$ cat src/rtl/serial_sub4_if.sv
// Operand, result and handshake bundle for the bit-serial 4-bit subtractor.
// The sequencer side is master; the subtractor side is slave.
interface serial_sub4_if;
  logic start;
  logic a3, a2, a1, a0;
  logic b3, b2, b1, b0;
  logic d3, d2, d1, d0;
  logic bw4, bw3, bw2, bw1;
  logic busy;
  logic done;

  modport master (
    output start, a3, a2, a1, a0, b3, b2, b1, b0,
    input  d3, d2, d1, d0, bw4, bw3, bw2, bw1, busy, done
  );

  modport slave (
    input  start, a3, a2, a1, a0, b3, b2, b1, b0,
    output d3, d2, d1, d0, bw4, bw3, bw2, bw1, busy, done
  );
endinterface

$ cat src/rtl/serial_sub4.sv
// Bit-serial 4-bit subtractor D = A - B, LSB first, one bit per STEP_CYCLES
// clocks, with the ripple borrow held in a flop and exposed as registered taps.
module serial_sub4 #(
  parameter int STEP_CYCLES = 1
) (
  input logic        clk,
  input logic        rst,
  serial_sub4_if.slave bus
);

  localparam logic [1:0] TERM = 2'(STEP_CYCLES - 1);

  typedef enum logic {IDLE, RUN} state_t;

  state_t     state, state_nx;
  logic       accept, bit_en, last;

  logic [3:0] a_q, b_q;
  logic [3:0] d_q;
  logic [3:0] bw_q;      // bw_q[i] is the borrow out of bit i (bw_{i+1})
  logic       borrow;
  logic [1:0] idx;
  logic [1:0] cnt;
  logic       busy_q, done_q;

  function automatic logic diff_bit(input logic a, input logic b, input logic bi);
    return a ^ b ^ bi;
  endfunction

  function automatic logic borrow_bit(input logic a, input logic b, input logic bi);
    return (~a & b) | (~(a ^ b) & bi);
  endfunction

  always_ff @(posedge clk or posedge rst) begin
    if (rst) state <= IDLE;
    else     state <= state_nx;
  end

  always_comb begin
    state_nx = state;
    accept   = 1'b0;
    bit_en   = 1'b0;
    last     = 1'b0;
    case (state)
      IDLE: begin
        if (bus.start) begin
          accept   = 1'b1;
          state_nx = RUN;
        end
      end
      RUN: begin
        if (cnt == TERM) begin
          bit_en = 1'b1;
          if (idx == 2'd3) begin
            last     = 1'b1;
            state_nx = IDLE;
          end
        end
      end
      default: state_nx = IDLE;
    endcase
  end

  always_ff @(posedge clk or posedge rst) begin
    if (rst) begin
      a_q    <= '0;
      b_q    <= '0;
      d_q    <= '0;
      bw_q   <= '0;
      borrow <= 1'b0;
      idx    <= '0;
      cnt    <= '0;
      busy_q <= 1'b0;
      done_q <= 1'b0;
    end else begin
      done_q <= last;
      if (accept) begin
        a_q    <= {bus.a3, bus.a2, bus.a1, bus.a0};
        b_q    <= {bus.b3, bus.b2, bus.b1, bus.b0};
        d_q    <= '0;
        bw_q   <= '0;
        borrow <= 1'b0;
        idx    <= '0;
        cnt    <= '0;
        busy_q <= 1'b1;
      end else if (state == RUN) begin
        if (bit_en) begin
          d_q[idx]  <= diff_bit(a_q[idx], b_q[idx], borrow);
          bw_q[idx] <= borrow_bit(a_q[idx], b_q[idx], borrow);
          borrow    <= borrow_bit(a_q[idx], b_q[idx], borrow);
          idx       <= 2'(idx + 2'd1);
          cnt       <= '0;
          if (last) busy_q <= 1'b0;
        end else begin
          cnt <= 2'(cnt + 2'd1);
        end
      end
    end
  end

  assign {bus.d3, bus.d2, bus.d1, bus.d0}     = d_q;
  assign {bus.bw4, bus.bw3, bus.bw2, bus.bw1} = bw_q;
  assign bus.busy = busy_q;
  assign bus.done = done_q;

endmodule

$ cat src/flat_wrapper.sv
// flat-port wrapper written by rule: the top's interface ports become plain ports
module serial_sub4_flat 
#(
  parameter int STEP_CYCLES = 1
)
  (clk, rst, bus_start, bus_a3, bus_a2, bus_a1, bus_a0, bus_b3, bus_b2, bus_b1, bus_b0, bus_d3, bus_d2, bus_d1, bus_d0, bus_bw4, bus_bw3, bus_bw2, bus_bw1, bus_busy, bus_done);
  serial_sub4_if bus_i ();
  input logic clk;
  input logic rst;
  input wire logic [$bits(bus_i.start)-1:0] bus_start;
  input wire logic [$bits(bus_i.a3)-1:0] bus_a3;
  input wire logic [$bits(bus_i.a2)-1:0] bus_a2;
  input wire logic [$bits(bus_i.a1)-1:0] bus_a1;
  input wire logic [$bits(bus_i.a0)-1:0] bus_a0;
  input wire logic [$bits(bus_i.b3)-1:0] bus_b3;
  input wire logic [$bits(bus_i.b2)-1:0] bus_b2;
  input wire logic [$bits(bus_i.b1)-1:0] bus_b1;
  input wire logic [$bits(bus_i.b0)-1:0] bus_b0;
  output wire logic [$bits(bus_i.d3)-1:0] bus_d3;
  output wire logic [$bits(bus_i.d2)-1:0] bus_d2;
  output wire logic [$bits(bus_i.d1)-1:0] bus_d1;
  output wire logic [$bits(bus_i.d0)-1:0] bus_d0;
  output wire logic [$bits(bus_i.bw4)-1:0] bus_bw4;
  output wire logic [$bits(bus_i.bw3)-1:0] bus_bw3;
  output wire logic [$bits(bus_i.bw2)-1:0] bus_bw2;
  output wire logic [$bits(bus_i.bw1)-1:0] bus_bw1;
  output wire logic [$bits(bus_i.busy)-1:0] bus_busy;
  output wire logic [$bits(bus_i.done)-1:0] bus_done;
  assign bus_i.start = bus_start;
  assign bus_i.a3 = bus_a3;
  assign bus_i.a2 = bus_a2;
  assign bus_i.a1 = bus_a1;
  assign bus_i.a0 = bus_a0;
  assign bus_i.b3 = bus_b3;
  assign bus_i.b2 = bus_b2;
  assign bus_i.b1 = bus_b1;
  assign bus_i.b0 = bus_b0;
  assign bus_d3 = bus_i.d3;
  assign bus_d2 = bus_i.d2;
  assign bus_d1 = bus_i.d1;
  assign bus_d0 = bus_i.d0;
  assign bus_bw4 = bus_i.bw4;
  assign bus_bw3 = bus_i.bw3;
  assign bus_bw2 = bus_i.bw2;
  assign bus_bw1 = bus_i.bw1;
  assign bus_busy = bus_i.busy;
  assign bus_done = bus_i.done;
  serial_sub4 #(.STEP_CYCLES(STEP_CYCLES)) u_core (.clk(clk), .rst(rst), .bus(bus_i));
endmodule
$ cat config.mk
export PLATFORM = sky130hd
export DESIGN_NAME = serial_sub4_flat
export DESIGN_NICKNAME = d
export VERILOG_FILES = /design/src/rtl/serial_sub4_if.sv /design/src/rtl/serial_sub4.sv /design/src/flat_wrapper.sv
export SDC_FILE = /design/constraint.sdc
export NUM_CORES = 1
export LEC_CHECK = 0
export BUFFER_PORTS_ARGS = -buffer_cell sky130_fd_sc_hd__buf_2
export CAP_MARGIN = 5
export CORE_MARGIN = 4
export CORE_UTILIZATION = 53
export DETAILED_ROUTE_END_ITERATION = 10
export PLACE_DENSITY = 0.77
export SKIP_LAST_GASP = 1
export SLEW_MARGIN = 20
export SYNTH_ARGS = -nofsm -noshare
export SYNTH_HDL_FRONTEND = slang
export SYNTH_SLANG_ARGS = --single-unit
export TNS_END_PERCENT = 30
$ cat constraint.sdc
create_clock -name clk -period 2.2 [get_ports clk]
set_input_delay 0.11 -clock clk [delete_from_list [all_inputs] [get_ports clk]]
set_output_delay 0.11 -clock clk [all_outputs]
set_load 0.02 [all_outputs]
Yosys cells after proc, flatten, opt, wreduce, memory -nomap -nowiden
Index checks and enable logic that the tools add are counted.
{"block": "totals", "in_bits": 11, "ff_bits": 24, "out_inout_bits": 10, "word_cells": 67}
{"block": "op_classes", "mux": 37, "n_eq_ne": 1, "magnitude_cmp": 2, "addsub": 2, "bitwise_logic": 8, "n_reduce_logical": 7}
{"operator": "4-bit two-way mux", "count": 6}
{"operator": "1-bit two-way mux", "count": 19}
{"operator": "2-bit two-way mux", "count": 6}
{"operator": "4-bit bitwise mux", "count": 2}
{"operator": "2-bit nonzero test", "count": 3}
{"operator": "2-bit by 1-bit adder with 2-bit output (second input constant)", "count": 2}
{"operator": "1-bit binary-select mux with 2-bit select", "count": 2}
{"operator": "2-bit by 3-bit < comparator with 1-bit output (second input constant)", "count": 1}
{"operator": "1-bit NOT", "count": 3}
{"operator": "3-bit AND reduction", "count": 1}
{"operator": "1-bit bitwise AND", "count": 2}
{"operator": "1-bit demux with 2-bit select", "count": 1}
{"operator": "2-bit == test (second input constant)", "count": 1}
{"operator": "2-bit by 1-bit >= comparator with 1-bit output (second input constant)", "count": 1}
{"operator": "2-bit logical NOT", "count": 1}
{"operator": "1-bit one-hot mux with 2 select lines", "count": 1}
{"operator": "2-bit AND reduction", "count": 1}
{"operator": "1-bit XOR", "count": 2}
{"operator": "1-bit logical AND", "count": 1}
{"operator": "1-bit OR", "count": 1}

Logic depth before layout (Yosys ltp)
Gate-level depths: netlist of the first run.
{"block": "logic_depth", "word_depth": 10, "depth_mapped": 6, "mapped_depth_nobuf": 5}

Least setup slack after synthesis of the first run
No wires, ideal clock.
{"block": "synth_timing", "path_type": "flip-flop to flip-flop", "startpoint": "reg u_core.idx[0]", "endpoint": "reg u_core.d_q[0]", "path_buffers": 0, "arrival_time_ps": 1760, "slack_ps": 358, "path_stages_with_launch": 5, "synth_period_minus_slack_ps": 1842, "setup_time_ps": 82, "required_ps": 2118, "cell_sequence": "dfrtp_1 mux4_2 fa_1 nand2b_1 o22ai_1"}
{"block": "synth_between", "elab_chain_len": 8, "word_cells_on_any_way": 15}
{"item": "start, declared", "line": "serial_sub4.sv:22", "source": "logic [1:0] idx;"}
{"item": "start signal, assigned", "line": "serial_sub4.sv:91", "source": "idx <= 2'(idx + 2'd1);"}
{"item": "2-bit by 3-bit < comparator with 1-bit output (implied by the code) (tied with other cells)", "line": "serial_sub4.sv:88", "source": "d_q[idx] <= diff_bit(a_q[idx], b_q[idx], borrow);"}
{"item": "1-bit logical AND (implied by the code) or 1-bit two-way mux (tied branches)", "line": "serial_sub4.sv:88"}
{"item": "1-bit two-way mux (implied by the code) or 1-bit XOR (tied branches)", "line": "serial_sub4.sv:88, serial_sub4.sv:27"}
{"item": "1-bit demux with 2-bit select or 1-bit XOR (tied branches)"}
{"item": "4-bit bitwise mux (*)", "line": "serial_sub4.sv:88"}
{"item": "4-bit two-way mux (*)", "line": "serial_sub4.sv:87", "source": "if (bit_en) begin"}
{"item": "4-bit two-way mux (*)", "line": "serial_sub4.sv:86", "source": "end else if (state == RUN) begin"}
{"item": "4-bit two-way mux (*)", "line": "serial_sub4.sv:77", "source": "if (accept) begin"}
{"item": "end signal, assigned by index", "line": "serial_sub4.sv:88"}
{"item": "end, declared", "line": "serial_sub4.sv:19", "source": "logic [3:0] d_q;"}
Mark *: on every way between the ends. The rest lies on a longest branch, timed or not. The select of a mux whose other input is x is not followed.
A chain may end at the register's enable or synchronous reset.

Worst setup path in the final report of the first run
Same ends and word-level chain as after synthesis.

==> results of run 1 <==
[power by group through the flow]
stage	clock network (uW)	logic, uW	registers, uW
after global placement	0	897	798
after floorplan	0	661	848
final	226	911	797
after CTS	231	922	800
after detailed placement	0	916	809
after global routing	254	1010	824
[worst paths after layout]
check                                               start                         to  slack (ns)  cells past startpoint
worst max-delay path            u_core.idx[0]$_DFFE_PP0P_  u_core.d_q[0]$_DFFE_PP0P_        0.22                      5
max in group asynchronous                             rst  u_core.cnt[0]$_DFFE_PP0P_        1.17                      3
worst min-delay path                               bus_b3  u_core.b_q[3]$_DFFE_PP0N_        0.02                      2
min in group asynchronous                             rst  u_core.idx[0]$_DFFE_PP0P_        0.51                      3
worst min register to register  u_core.cnt[0]$_DFFE_PP0P_  u_core.cnt[0]$_DFFE_PP0P_        0.50                      1
worst max register to register  u_core.idx[0]$_DFFE_PP0P_  u_core.d_q[0]$_DFFE_PP0P_        0.22                      5
[layer usage]
metal | share of wire | vias up | GRT usage
met1 | 0.46 | 350 | 0.181
met3 | 0.042 | 2 | 0.0249
met4 | 0.0072 | 0 | 0.0788
met2 | 0.49 | 14 | 0.244
li1 | - | 361 | -
met5 | 0 | - | 0
[metrics by stage]
stage | instances | cell area (um2) | hold WS, ns | util | total power [uW]
finish | 142 | 1290 | 0.0173 | 0.650 | 1930
global route | 142 | 1290 | 0.00268 | 0.650 | 2090
CTS | 142 | 1290 | 0.0118 | 0.650 | 1950
detailed placement | 137 | 1240 | 0.339 | 0.626 | 1730
global placement | 137 | 1240 | 0.327 | 0.626 | 1690
floorplan | 92 | 1120 | 0.125 | - | 1510
[registers in the layout (all words and copies together) (netlist names)]
name / count
u_core.b_q: 4
u_core.d_q: 4
u_core.borrow: 1
u_core.bus.busy: 1
u_core.bw_q: 4
u_core.bus.done: 1
u_core.cnt: 2
u_core.a_q: 4
u_core.state: 1
u_core.idx: 2
[cell families after synthesis]
family | Yosys count
DFF | 24
muxes | 11
adders and majority gates | 6
and+or+nand+nor | 18
AOI/OAI and AO/OA | 17
buffers and inverters | 16
[area by class of cell]
type                            count  area [um2]  area share
Tap cell                           27        33.8      0.0262
Inverter                           13        48.8      0.0379
Multi-Input combinational cell     52         450       0.350
Sequential cell                    24         601       0.466
Timing Repair Buffer               22         118      0.0914
Clock buffer                        4        36.3      0.0282
[placed cells by master, fill, tap and decap left out, types with 2 or more instances in the layout]
cell type  instances
a32o_1             2
buf_2             20
nor2_1             3
nand2_1            9
o22ai_1            7
ha_1               5
a21oi_1            4
o21ai_0            2
mux2_4             8
mux4_2             2
inv_1             13
clkbuf_4           3
dfrtp_1           24
[critical path, stage by stage, from the launching register on]
cell and delay, ns:
dfrtp_1 0.51, mux4_2 0.53, inv_1 0.09, fa_1 0.37
nand2b_1 0.20, o22ai_1 0.20
[cells in the mapped netlist (2+ instances only)]
library cell / instances
mux2_4: 8
mux4_2: 2
inv_1: 13
a32o_1: 2
a21oi_1: 4
dfrtp_1: 24
nor2_1: 3
o21ai_0: 2
ha_1: 5
nand2_1: 9
o22ai_1: 7
==> flow_summary_export.csv, run 1 <==
group,metric,value,unit
timing,setup_viol,0,
setup_path,arrival,2.22,ns
logic_synthesis,synth-xor-area-share,0,
timing,fmax,0.505,GHz
clock_network,cts_tree,"done",
logic_synthesis,synth_top_area_share,0.535,
logic_synthesis,syn_area,1120,um2
logic_synthesis,synth_cell_types,24,
power_and_ir_drop,switching_share,0.386,
detailed_routing,finalWirelength,1810,um
logic_synthesis,synth_mux_area_frac,0.156,
grt,grt_use_total,0.147,
grt,antenna_found_initial,0,
setup_path,critical_path_class,"reg2reg",
logic_synthesis,synth-adder-area-share,0.0735,
detailed_routing,drt_iter0_drc,5,
clock_network,cts_max_path_buffers,2,
timing,fin_setup_tns,0,ns
logic_synthesis,synth_nets,109,
logic_synthesis,postSynthCellCount,92,
setup_path,cp-end-kind,"flop",
finish,nFillCells,155,
status,status,"finished clean",
min_path,min_path_type,"in2reg",
finish,final_layout_size_suffix_gt1_frac,0.313,
finish,n_antenna_cell,0,
logic_synthesis,synthArstFlopShare,1.00,
logic_synthesis,synth-simple-area-share,0.0735,
finish,fin_nets,133,
setup_path,start_kind,"flop",
timing,fin_skew,0.00613,ns
setup_path,critPathMaxFanout,7,
timing,fin_ws,0.218,ns
run,max_cap_viol_count,0,
timing,hold_viol,0,
placed_design,place_ws,0.234,ns
logic_synthesis,seq_area_frac_synth,0.535,
floorplan,die_h,54.0,um
detailed_routing,route.detailed.drc,0,
clock_network,postCtsHoldBufs,1,
logic_synthesis,synth_top_family_by_area,"multiplexers",
timing,post-route-min-period,1.98,ns
placed_design,gp_congestion,0.758,
power_and_ir_drop,seqPwrFrac,0.412,
power_and_ir_drop,clock_power_share,0.117,
clock_network,h-tree-depth,1,
finish,syn2layout_area_growth,14.6,%
power_and_ir_drop,powerDensity,1500,nW/um2
floorplan,row_count,16,
timing,finalCritPeriodShare,0.901,
logic_synthesis,yosysTopAreaCell,"dfrtp_1",
floorplan,core-area,1980,um2
timing,worstMarginPinSlew,0.846,ns
detailed_routing,vias,727,
clock_network,clk_latency,0.31,ns
logic_synthesis,syn_avg_cell_area,12.2,um2
power_and_ir_drop,p_leak,0.000651,uW
detailed_routing,ant_nets,0,
power_and_ir_drop,p_int,1190,uW
power_and_ir_drop,ir_drop,0.751,mV
logic_synthesis,synthTopCellsByArea,"dfrtp_1, mux2_4, ha_1, inv_1, mux4_2",
logic_synthesis,synth_top_flop_cell,"dfrtp_1",
grt,grt_pass1_wl,3040,um
logic_synthesis,ys_ff_latch,24,
timing,slew_headroom,0.436,
floorplan,pin_count,21,
logic_synthesis,ys_warn_count,0,
timing,drv_slew,0,
logic_synthesis,synth_compound_area_frac,0.0980,
placed_design,io_buffer_count,20,
clock_network,cts.clk_slew.worst_paths,0.13,ns
logic_synthesis,synth_edf_count,0,
detailed_routing,wl_per_cell,12.8,um
power_and_ir_drop,switchingPower,746,uW
clock_network,cts_buffers,3,
grt,grt_max_degree,25,
timing,rsz0062_at_grt,"false",
detailed_routing,via_per_inst,5.12,
setup_path,cp.required,2.44,ns
clock_network,clockRootBuffer,"clkbuf_4",
grt,grt_pass1_vias,713,
floorplan,die_w,54.0,um
power_and_ir_drop,power_frac_comb,0.471,
detailed_routing,first_pass_iters,4,
grt,overflow,0,
clock_network,cts_resized,0,
clock_network,cts_setup_buffers,0,
clock_network,cts.sinks,24,
placed_design,dpl.hpwl,1330,um
floorplan,initial_core_util,0.567,
floorplan,die-area,2920,um2
No activity file was read; power rests on OpenSTA's default activity.
==> run 2: changes to the inputs <==
- CORE_UTILIZATION: 53 -> 48
- PLACE_DENSITY: 0.77 -> 0.73
- SLEW_MARGIN: 20 -> 25
- clock period: 2.2 -> 1.8 ns (I/O delays scaled with it)
==> run 2 against run 1 <==
First-iteration DRC count decreased by 80%. Non-clock buffer count increased by 10. Via count increased by 6.7%. Routed wire length increased by 14%. Sequential share of layout area decreased by 3.9 points. Sequential power increased by 21%. Highest routed layer unchanged.
==> flow_summary_export.csv, run 2 (same netlist as run 1, synthesis figures left out) <==
group,metric,value,unit
status,status,"finished clean",
detailed_routing,vias,776,
placed_design,dp_cells,141,
finish,finalNonFillerCells,153,
power_and_ir_drop,ir_drop,0.944,mV
detailed_routing,via_per_inst,5.07,
clock_network,h-tree-depth,1,
clock_network,cts_buffers,3,
timing,worstMarginPinSlew,0.355,ns
detailed_routing,ant_nets,0,
finish,syn2layout_area_growth,25.3,%
grt,overflow,0,
floorplan,die_h,56.4,um
finish,final_util,0.636,
setup_path,critPathMaxFanout,4,
timing,fin_skew,0.00786,ns
floorplan,row_count,17,
setup_path,arrival,2.02,ns
finish,n_antenna_cell,0,
timing,post-route-min-period,1.77,ns
min_path,min_path_type,"in2reg",
clock_network,cts_tree,"done",
clock_network,cts_max_path_buffers,2,
finish,nFillCells,177,
finish,final_layout_size_suffix_gt1_frac,0.368,
grt,antenna_found_initial,0,
finish,fin_area,1410,um2
clock_network,cts.clk_slew.worst_paths,0.13,ns
placed_design,io_buffer_count,20,
timing,rsz0062_at_grt,"true",
detailed_routing,drt_iter0_drc,1,
finish,mostFrequentLayoutCells,"dfrtp_1, buf_2, inv_1",
grt,grt_pass1_wl,3660,um
grt,grt_max_degree,17,
run,max_cap_viol_count,0,
timing,setup_viol,0,
timing,slew_headroom,0.763,
floorplan,core-area,2210,um2
clock_network,clk_latency,0.32,ns
power_and_ir_drop,p_leak,0.000702,uW
setup_path,startpoint,"u_core.idx[0]$_DFFE_PP0P_",
grt,grt_pass1_vias,822,
floorplan,initial_core_util,0.508,
detailed_routing,finalWirelength,2070,um
detailed_routing,route.detailed.drc,0,
setup_path,critical_path_class,"reg2reg",
floorplan,die_w,56.4,um
grt,grt_use_total,0.148,
power_and_ir_drop,powerDensity,1810,nW/um2
floorplan,pin_count,21,
setup_path,cp.required,2.05,ns
placed_design,placed_area,1270,um2
setup_path,start_kind,"flop",
finish,fin_nets,143,
placed_design,gp_congestion,0.730,
timing,drv_slew,0,
floorplan,die-area,3180,um2
placed_design,dpl.hpwl,1550,um
setup_path,cp-end-kind,"flop",
finish,final_common_cell,"dfrtp_1",
setup_path,reg2reg_from,"u_core.idx[0]$_DFFE_PP0P_",
clock_network,cts.sinks,24,
min_path,min_from,"bus_a0",
clock_network,clockRootBuffer,"clkbuf_4",
timing,fin_setup_tns,0,ns
detailed_routing,wl_per_cell,13.5,um
detailed_routing,first_pass_iters,2,
timing,finalCritPeriodShare,0.985,
timing,hold_viol,0,
timing,fmax,0.564,GHz
==> run 2: cell count changes in the layout (fill, tap and decap cells not counted), sizes merged <==
cell and delta:
buf +3, dlygate4sd3 +7
==> run 2: path summary, 6_finish.rpt <==
path	end	slack, ns	cells after the start
max	u_core.d_q[3]$_DFFE_PP0P_	0.03	5
min	u_core.a_q[0]$_DFFE_PP0N_	0.006	2
max reg2reg	u_core.d_q[3]$_DFFE_PP0P_	0.03	5
min reg2reg	u_core.cnt[0]$_DFFE_PP0P_	0.50	1
max in group asynchronous	u_core.state$_DFF_PP0_	1.02	4
min in group asynchronous	u_core.b_q[3]$_DFFE_PP0N_	0.25	3
==> run 2: routing by layer <==
layer  vias up  track usage  wire length, um
li1        380            -                -
met1       376        0.169              859
met2        15        0.269             1090
met3         5       0.0253               85
met4         0       0.0610               38
met5         -            0                0
==> run 2: report_power, final <==
| part | leakage, uW | switching, uW | internal (uW) |
|---|---|---|---|
| Combinational | 0.000389 | 670 | 672 |
| Sequential | 0.000297 | 181 | 785 |
| Clock | 0.0000150 | 158 | 86.7 |
==> run 2: layout make-up <==
type,count,area [um2],share of cell area
multi-input combinational,52,485,0.345
inverter,13,48.8,0.0347
sequential,24,602,0.428
tap,28,35.0,0.0249
timing repair buffer,32,210,0.149
clock buffer,4,26.3,0.0187
==> run 2: timing repair <==
action	in CTS	in global routing
cloned	0	0
hold buffers	7	1
pin swaps	3	1
setup buffers	0	0
setup endpoints to repair	4	7
endpoints found under the hold margin	14	1
gates resized for setup	6	1
==> run 2: critical path: stages (launching register included) <==
cell and delay [ns]:
dfrtp_2 0.42, mux4_2 0.51, inv_2 0.07, fa_1 0.37, nand2b_4 0.18, o22ai_2 0.15
==> run 2: stage by stage <==
stage | power (uW) | setup WS (ns) | hold WS (ns)
2_1_floorplan | 1850 | 0.0110 | 0.105
3_3_place_gp | 2110 | 0.00302 | 0.0467
3_5_place_dp | 2160 | -0.0420 | 0.0523
4_1_cts | 2570 | 0.000250 | 0.000963
5_1_grt | 2770 | -0.0360 | 0.00335
6_report | 2550 | 0.0276 | 0.00588
